`src/rtl/starfield_ramp.sv`:
```
`default_nettype none
// ============================================================================
// Module   : starfield_ramp
// Brief    : Ramps the starfield speed register toward a commanded target,
//            one step per FRAMES_PER_STEP vblank rising edges, after writing
//            the enable register. Optional STARFIELD_RAMP_HOLD_EN adds a
//            'hold' input that freezes the ramp while high.
// Revision : 1.0
// ============================================================================
module starfield_ramp #(
    parameter int         FRAMES_PER_STEP = 1,
    parameter logic [7:0] INIT_SPEED      = 8'd0
) (
    input  logic       clk,
    input  logic       rst,
    input  logic       vblank,
`ifdef STARFIELD_RAMP_HOLD_EN
    input  logic       hold,
`endif
    input  logic       cmd_valid,
    output logic       cmd_ready,
    input  logic [7:0] cmd_target,
    input  logic [7:0] cmd_step,
    input  logic       cmd_enable,
    output logic       sf_addr,
    output logic [7:0] sf_data,
    output logic       sf_write,
    output logic [7:0] cur_speed,
    output logic       busy
);

    typedef enum logic [1:0] {
        S_IDLE    = 2'd0,
        S_WR_EN   = 2'd1,
        S_WAIT_VB = 2'd2,
        S_WR_SPD  = 2'd3
    } state_t;

    localparam logic [7:0] C_LAST_EDGE = 8'(FRAMES_PER_STEP - 1);

    state_t     r_state;
    state_t     w_next_state;
    logic [7:0] r_target;
    logic [7:0] r_step;
    logic       r_enable;
    logic [7:0] r_speed;
    logic       r_vblank;
    logic [7:0] r_edge_cnt;

    logic       w_hold;
    logic       w_vb_edge;
    logic       w_edge_counted;
    logic [8:0] w_sum;
    logic [8:0] w_diff;
    logic [7:0] w_step_speed;

`ifdef STARFIELD_RAMP_HOLD_EN
    assign w_hold = hold;
`else
    assign w_hold = 1'b0;
`endif

    assign w_vb_edge      = vblank & ~r_vblank;
    assign w_edge_counted = (r_state == S_WAIT_VB) && w_vb_edge && !w_hold;
    assign cur_speed      = r_speed;

    // 9-bit intermediates so a large step can never wrap past 0 or 255.
    assign w_sum  = {1'b0, r_speed} + {1'b0, r_step};
    assign w_diff = {1'b0, r_speed} - {1'b0, r_step};

    always_comb begin
        w_step_speed = r_target;
        if (r_step != 8'd0) begin
            if (r_speed < r_target) begin
                w_step_speed = (w_sum >= {1'b0, r_target}) ? r_target : w_sum[7:0];
            end else begin
                w_step_speed = (w_diff[8] || (w_diff[7:0] <= r_target)) ? r_target : w_diff[7:0];
            end
        end
    end

    always_comb begin
        w_next_state = r_state;
        cmd_ready    = 1'b0;
        busy         = 1'b1;
        sf_write     = 1'b0;
        sf_addr      = 1'b0;
        sf_data      = 8'd0;
        unique case (r_state)
            S_IDLE: begin
                cmd_ready = 1'b1;
                busy      = 1'b0;
                if (cmd_valid) begin
                    w_next_state = S_WR_EN;
                end
            end
            S_WR_EN: begin
                sf_write     = 1'b1;
                sf_addr      = 1'b1;
                sf_data      = {7'b0, r_enable};
                w_next_state = S_WAIT_VB;
            end
            S_WAIT_VB: begin
                if (r_speed == r_target) begin
                    w_next_state = S_IDLE;
                end else if (w_edge_counted && (r_edge_cnt == C_LAST_EDGE)) begin
                    w_next_state = S_WR_SPD;
                end
            end
            S_WR_SPD: begin
                sf_write     = 1'b1;
                sf_data      = r_speed;
                w_next_state = S_WAIT_VB;
            end
            default: w_next_state = S_IDLE;
        endcase
    end

    always_ff @(posedge clk or posedge rst) begin
        if (rst) begin
            r_state    <= S_IDLE;
            r_target   <= 8'd0;
            r_step     <= 8'd0;
            r_enable   <= 1'b0;
            r_speed    <= INIT_SPEED;
            r_vblank   <= 1'b0;
            r_edge_cnt <= 8'd0;
        end else begin
            r_state  <= w_next_state;
            r_vblank <= vblank;
            if ((r_state == S_IDLE) && cmd_valid) begin
                r_target <= cmd_target;
                r_step   <= cmd_step;
                r_enable <= cmd_enable;
            end
            // Held at zero outside WAIT_VB, so every entry starts a fresh count.
            if (r_state != S_WAIT_VB) begin
                r_edge_cnt <= 8'd0;
            end else if (w_edge_counted && (r_speed != r_target)) begin
                r_edge_cnt <= (r_edge_cnt == C_LAST_EDGE) ? 8'd0 : r_edge_cnt + 8'd1;
            end
            // cur_speed takes the new value as the write is issued.
            if ((r_state == S_WAIT_VB) && (w_next_state == S_WR_SPD)) begin
                r_speed <= w_step_speed;
            end
        end
    end

endmodule
`default_nettype wire

```
`config.mk`:
```
export PLATFORM = sky130hd
export DESIGN_NAME = starfield_ramp
export DESIGN_NICKNAME = d
export VERILOG_FILES = /design/src/rtl/starfield_ramp.sv
export SDC_FILE = /design/constraint.sdc
export NUM_CORES = 1
export LEC_CHECK = 0
export CORE_MARGIN = 1
export CORE_UTILIZATION = 39
export CTS_BUF_LIST = sky130_fd_sc_hd__clkbuf_16
export DETAILED_ROUTE_END_ITERATION = 8
export DONT_BUFFER_PORTS = 1
export PLACE_DENSITY = 0.58
export SLEW_MARGIN = 20
export SYNTH_ARGS = -nofsm -noshare
export SYNTH_HDL_FRONTEND = slang
export SYNTH_SLANG_ARGS = --single-unit
```
`constraint.sdc`:
```
create_clock -name clk -period 4.3 [get_ports clk]
set_clock_uncertainty 0.2 [all_clocks]
set_input_delay 0.43 -clock clk [delete_from_list [all_inputs] [get_ports clk]]
set_output_delay 0.43 -clock clk [all_outputs]
set_load 0.02 [all_outputs]
```
==> flow_metrics.tcl, run 1 <==
set metrics [dict create \
    status "complete, no violations" \
    required_ns 4.21 \
    syn_nets 420 \
    layout.cells.most_common_list "42 x ha_1, 36 x dfrtp_1, 30 x nand2_1" \
    cpPeakStageDelay_ns 0.41 \
    drt-vias-per-instance 5.682 \
    syn_to_final_growth_pct 10.27 \
    cts_sinks 36 \
    numCtsBuffers 5 \
    dieHeight_um 90.91 \
    wirelength_um 8144 \
    timing.final.crit_period_ns 4.020 \
    synthFlopType "dfrtp_1" \
    crit_path_end_kind "register" \
    insertedDiodeCount 0 \
    grt_use_total_pct 20.77 \
    wl_per_cell_um 17.48 \
    ant_nets 0 \
    use_met1_pct 26.85 \
    fmax_mhz 248.7 \
    syn_avg_cell_area_um2 8.684 \
    grt_max_degree 37 \
    hp-class "input pin to register" \
    finalMaxSlewViolations 0 \
    hpwl_um 6343 \
    io_buffer_count 0 \
    place_congestion 0.9030 \
    final_common_cell "ha_1" \
    dieArea_um2 8265 \
    use_met3_pct 4.461 \
    gr-total-overflow 0 \
    synth_edf_count 0 \
    slew_headroom_pct 54.31 \
    finalHoldViolCount 0 \
    drv_cap 0 \
    drtIter0Drc 212 \
    drc 0 \
    async_flop_share_pct 100.0 \
    final.period_utilization_pct 93.49 \
    crit_path_start_kind "register" \
    top_usage_layer "met2" \
    ys_types 54 \
    setup_viol 0 \
    crit_family "compound AO/OA/AOI/OAI gates" \
    yosysSeqAreaShare_pct 29.22 \
    grt_pass1_vias 2674 \
    crit_path_max_fanout 7 \
    critPathBufInv 0 \
    rows 32 \
    core_area_um2 7687 \
    critical_path.slowest_cell "dfrtp_1" \
    synth_top_area_share_pct 29.22 \
    cts_tree "built" \
    crit_arrival_ns 3.93 \
    die_x_um 90.91 \
    path_clk_slew_ns 0.06 \
    nets 429 \
    clkLatencyLatePin_ns 0.28 \
    syn_area_um2 3083 \
    fin_tns_setup_ns 0 \
    synth_seq_cells 36 \
    clockRootBuffer "clkbuf_16" \
    h-tree-depth 2 \
    drive_gt1_share_pct 9.890 \
    ioPinCount 41 \
    crit_top_cell "ha_1" \
    grt_pass1_wl_um 13480 \
    antenna_found_initial 0 \
    firstDrtPassIters 5 \
    start_util_pct 40.10 \
    ys.warnings.count 0 \
    gr-usage-met2_pct 35.86 \
    netlist_instances 355 \
    path_cells "ha_1 -> fa_1 -> nor2b_1 -> o31ai_1 -> o31a_2 -> xor2_1 -> ha_1 -> a21o_1 -> nand2_1 -> o311a_1 -> o311ai_4 -> mux2_2 -> a22oi_1 -> a31oi_1" \
    vias 2648 \
    worst_pin_slew_ns 0.6828 \
    yosysTopAreaCell "dfrtp_1" \
    clockBufferDepth 2 \
    criticalPathCategory "register to register" \
    rsz0062_at_grt "no" \
    synth_area_leaders "dfrtp_1 29%, ha_1 17%, o21ai_0 4.7%" \
]
[cells in the mapped netlist, types with 6 or more instances]
master,count
a211oi_1,7
a21oi_1,14
a31oi_1,6
and3_1,10
clkbuf_1,9
dfrtp_1,36
ha_1,42
inv_1,26
nand2_1,30
nand2b_1,11
nand3_1,6
nand4_1,6
nor2_1,28
nor2b_1,8
o21ai_0,29
o31ai_1,7
[state kept, by name, summed over array words and instances, names as in the netlist]
| name | flops |
|---|---|
| cur_speed | 8 |
| r_state | 2 |
| r_vblank | 1 |
| r_enable | 1 |
| r_target | 8 |
| r_edge_cnt | 8 |
| r_step | 8 |
[worst register-to-register path, stage by stage (launching register included)]
cell,delay (ns)
dfrtp_1,0.41
ha_1,0.23
fa_1,0.40
nor2b_1,0.16
o31ai_1,0.37
o31a_2,0.27
xor2_1,0.18
ha_1,0.26
a21o_1,0.16
nand2_1,0.06
o311a_1,0.28
o311ai_4,0.23
mux2_2,0.33
a22oi_1,0.15
a31oi_1,0.13
[area by class of cell]
cell class / count / area, µm²
flip-flops and latches: 36 / 900.9
well taps: 102 / 127.6
repair buffers: 13 / 102.6
inverters: 28 / 105.1
multi-input cells: 280 / 2031
clock buffers: 5 / 125.1
fillers: 782 / 4288
clock inverters: 2 / 7.507
[metal layers]
| layer | routed length (µm) | up-vias |
|---|---|---|
| met3 | 548 | 5 |
| met1 | 3644 | 1293 |
| met5 | 0 | - |
| li1 | - | 1286 |
| met2 | 3916 | 64 |
| met4 | 34 | 0 |
[repair_timing]
| item | 4_1_cts | 5_1_grt |
|---|---|---|
| setup buffers | 0 | 0 |
| endpoints found under the setup margin | 0 | 0 |
| hold buffers | 2 | 0 |
| resized for setup | 0 | 0 |
| endpoints found under the hold margin | 37 | 0 |
[path summary, 6_finish.rpt]
check	start	end	slack, ns	cells past startpoint
max	r_step[0]	cur_speed[2]	0.28	14
min	cmd_step[4]	r_step[4]	0.06	2
max reg2reg	r_step[0]	cur_speed[2]	0.28	14
min reg2reg	r_edge_cnt[7]	r_edge_cnt[7]	0.28	1
max in group asynchronous	rst	r_target[1]	3.04	3
min in group asynchronous	rst	r_edge_cnt[6]	0.51	3
[kinds of logic (layout without fill, tap and decap cells)]
family	after synthesis	in the layout	synth area share, %
muxes	11	11	3.815
xor gates and xnor gates	10	10	2.841
buffers and inverters	39	48	4.911
DFF	36	36	29.22
and+or+nand+nor	123	123	20.54
AOI/OAI and AO/OA	92	92	20.33
adders and majority gates	44	44	18.34
[per-stage QoR]
stage          hold slack, ns  instances  instance area, µm²  setup WS (ns)  util (%)
2_1_floorplan          0.2462        355                3083         0.6215         -
3_3_place_gp           0.2616        457                3247         0.3834     42.24
3_5_place_dp           0.2616        457                3247         0.3505     42.24
4_1_cts               0.06546        466                3400         0.3067     44.22
5_1_grt               0.07188        466                3400         0.1086     44.22
6_report              0.06256        466                3400         0.2798     44.22
Power of run 1 is not shown: default switching activity piles up to over one toggle a cycle in this logic, so the estimate is an artifact.
==> run 2: changes to the inputs <==
--- a/config.mk
+++ b/config.mk
@@ -5,11 +5,12 @@
 export SDC_FILE = /design/constraint.sdc
 export NUM_CORES = 1
 export LEC_CHECK = 0
-export CORE_MARGIN = 1
+export CORE_MARGIN = 5
 export CORE_UTILIZATION = 39
 export CTS_BUF_LIST = sky130_fd_sc_hd__clkbuf_16
 export DETAILED_ROUTE_END_ITERATION = 8
 export DONT_BUFFER_PORTS = 1
+export GPL_ROUTABILITY_DRIVEN = 0
 export PLACE_DENSITY = 0.58
 export SLEW_MARGIN = 20
 export SYNTH_ARGS = -nofsm -noshare
==> flow_metrics.tcl, run 2 (synthesis gave the netlist of run 1 again) <==
set metrics [dict create \
    start_util_pct 39.90 \
    grt_max_degree 37 \
    io_buffer_count 0 \
    grt_use_total_pct 16.84 \
    final_common_cell "ha_1" \
    numCtsBuffers 5 \
    worst_pin_slew_ns 0.6662 \
    ioPinCount 41 \
    finalHoldViolCount 0 \
    syn_to_final_growth_pct 10.47 \
    fmax_mhz 247.1 \
    cts_sinks 36 \
    crit_path_max_fanout 7 \
    clkLatencyLatePin_ns 0.28 \
    critical_path.slowest_cell "dfrtp_1" \
    cts_resized 0 \
    wl_per_cell_um 17.30 \
    firstDrtPassIters 4 \
    cpPeakStageDelay_ns 0.42 \
    final.period_utilization_pct 94.13 \
    drt-vias-per-instance 5.516 \
    drc 0 \
    cts_setup_buffers 0 \
    nets 429 \
    ant_nets 0 \
    holdCritStartpoint "cmd_step[5]" \
    hpwl_um 6471 \
    crit_path_start_kind "register" \
    critPathBufInv 0 \
    fin_tns_setup_ns 0 \
    insertedDiodeCount 0 \
    clockBufferDepth 2 \
    grt_pass1_vias 2586 \
    dieArea_um2 9783 \
    crit_path_end_kind "register" \
    dieHeight_um 98.91 \
    setup_viol 0 \
    layout.cells.most_common_list "42 x ha_1, 36 x dfrtp_1, 30 x nand2_1" \
    path_cells "ha_1 -> fa_1 -> nor2b_1 -> o31ai_1 -> o31a_2 -> xor2_1 -> ha_1 -> nand3_1 -> o311a_1 -> o311ai_4 -> mux2_2 -> a22oi_1 -> a31oi_1" \
    vias 2576 \
    crit_family "compound AO/OA/AOI/OAI gates" \
    clockRootBuffer "clkbuf_16" \
    drive_gt1_share_pct 10.41 \
    r2r_start "r_step[0]" \
    grt_pass1_wl_um 13130 \
    hp-class "input pin to register" \
    timing.final.crit_period_ns 4.048 \
    antenna_found_initial 0 \
    gr-total-overflow 0 \
    core_area_um2 7727 \
    die_x_um 98.91 \
    wirelength_um 8079 \
    required_ns 4.19 \
    finalMaxSlewViolations 0 \
    crit_arrival_ns 3.94 \
    rows 32 \
    fin_area_um2 3406 \
    placed_area_um2 3247 \
    rsz0062_at_grt "no" \
    crit_top_cell "ha_1" \
    path_clk_slew_ns 0.06 \
    slew_headroom_pct 55.42 \
    criticalPathCategory "register to register" \
    drtIter0Drc 134 \
    status "complete, no violations" \
    cp-startpoint "r_step[0]" \
    cts_tree "built" \
    h-tree-depth 2 \
    drv_cap 0 \
]
run 2: per-layer routing:
metal  wire length (µm)  global-route usage [%]
met5                  0                       0
met3                411                   3.397
met2               3817                   28.15
met4                 75                   4.202
met1               3775                   22.21
run 2: worst register-to-register path, delay by kind of cell (launching register included):
kind,cells,cell delay (ns)
compound gates,6,1.54
simple gates,2,0.26
mux,1,0.40
flops,1,0.42
fa+ha+maj,3,0.94
xor+xnor,1,0.10
run 2: path summary, 6_finish.rpt:
kind / end / slack [ns] / cells after the start
max: cur_speed[2] / 0.25 / 13
min: r_step[5] / 0.06 / 2
max reg2reg: cur_speed[2] / 0.25 / 13
min reg2reg: r_edge_cnt[7] / 0.27 / 1
max in group asynchronous: r_edge_cnt[4] / 3.05 / 3
min in group asynchronous: r_target[6] / 0.49 / 3
run 2: final cells by class:
| class | count | area [µm²] |
|---|---|---|
| fillers | 775 | 4322 |
| well taps | 102 | 127.6 |
| inverters | 28 | 105.1 |
| repair buffers | 13 | 102.6 |
| clock buffers | 5 | 125.1 |
| flip-flops and latches | 36 | 900.9 |
| clock inverters | 3 | 13.76 |
| multi-input cells | 280 | 2031 |
run 2: per-stage QoR:
step,hold slack (ns),instances,setup WS (ns),util (%)
floorplan,0.2462,355,0.6215,-
global placement,0.2616,457,0.3536,42.02
detailed placement,0.2616,457,0.2745,42.02
CTS,0.06116,467,0.2630,44.07
global route,0.06198,467,0.03442,44.07
finish,0.06180,467,0.2522,44.07
run 2: repair_timing:
action	CTS	global route
hold buffers	2	0
endpoints found under the setup margin	0	0
hold endpoints to repair	37	0
Power of run 2 is left out for the same reason.
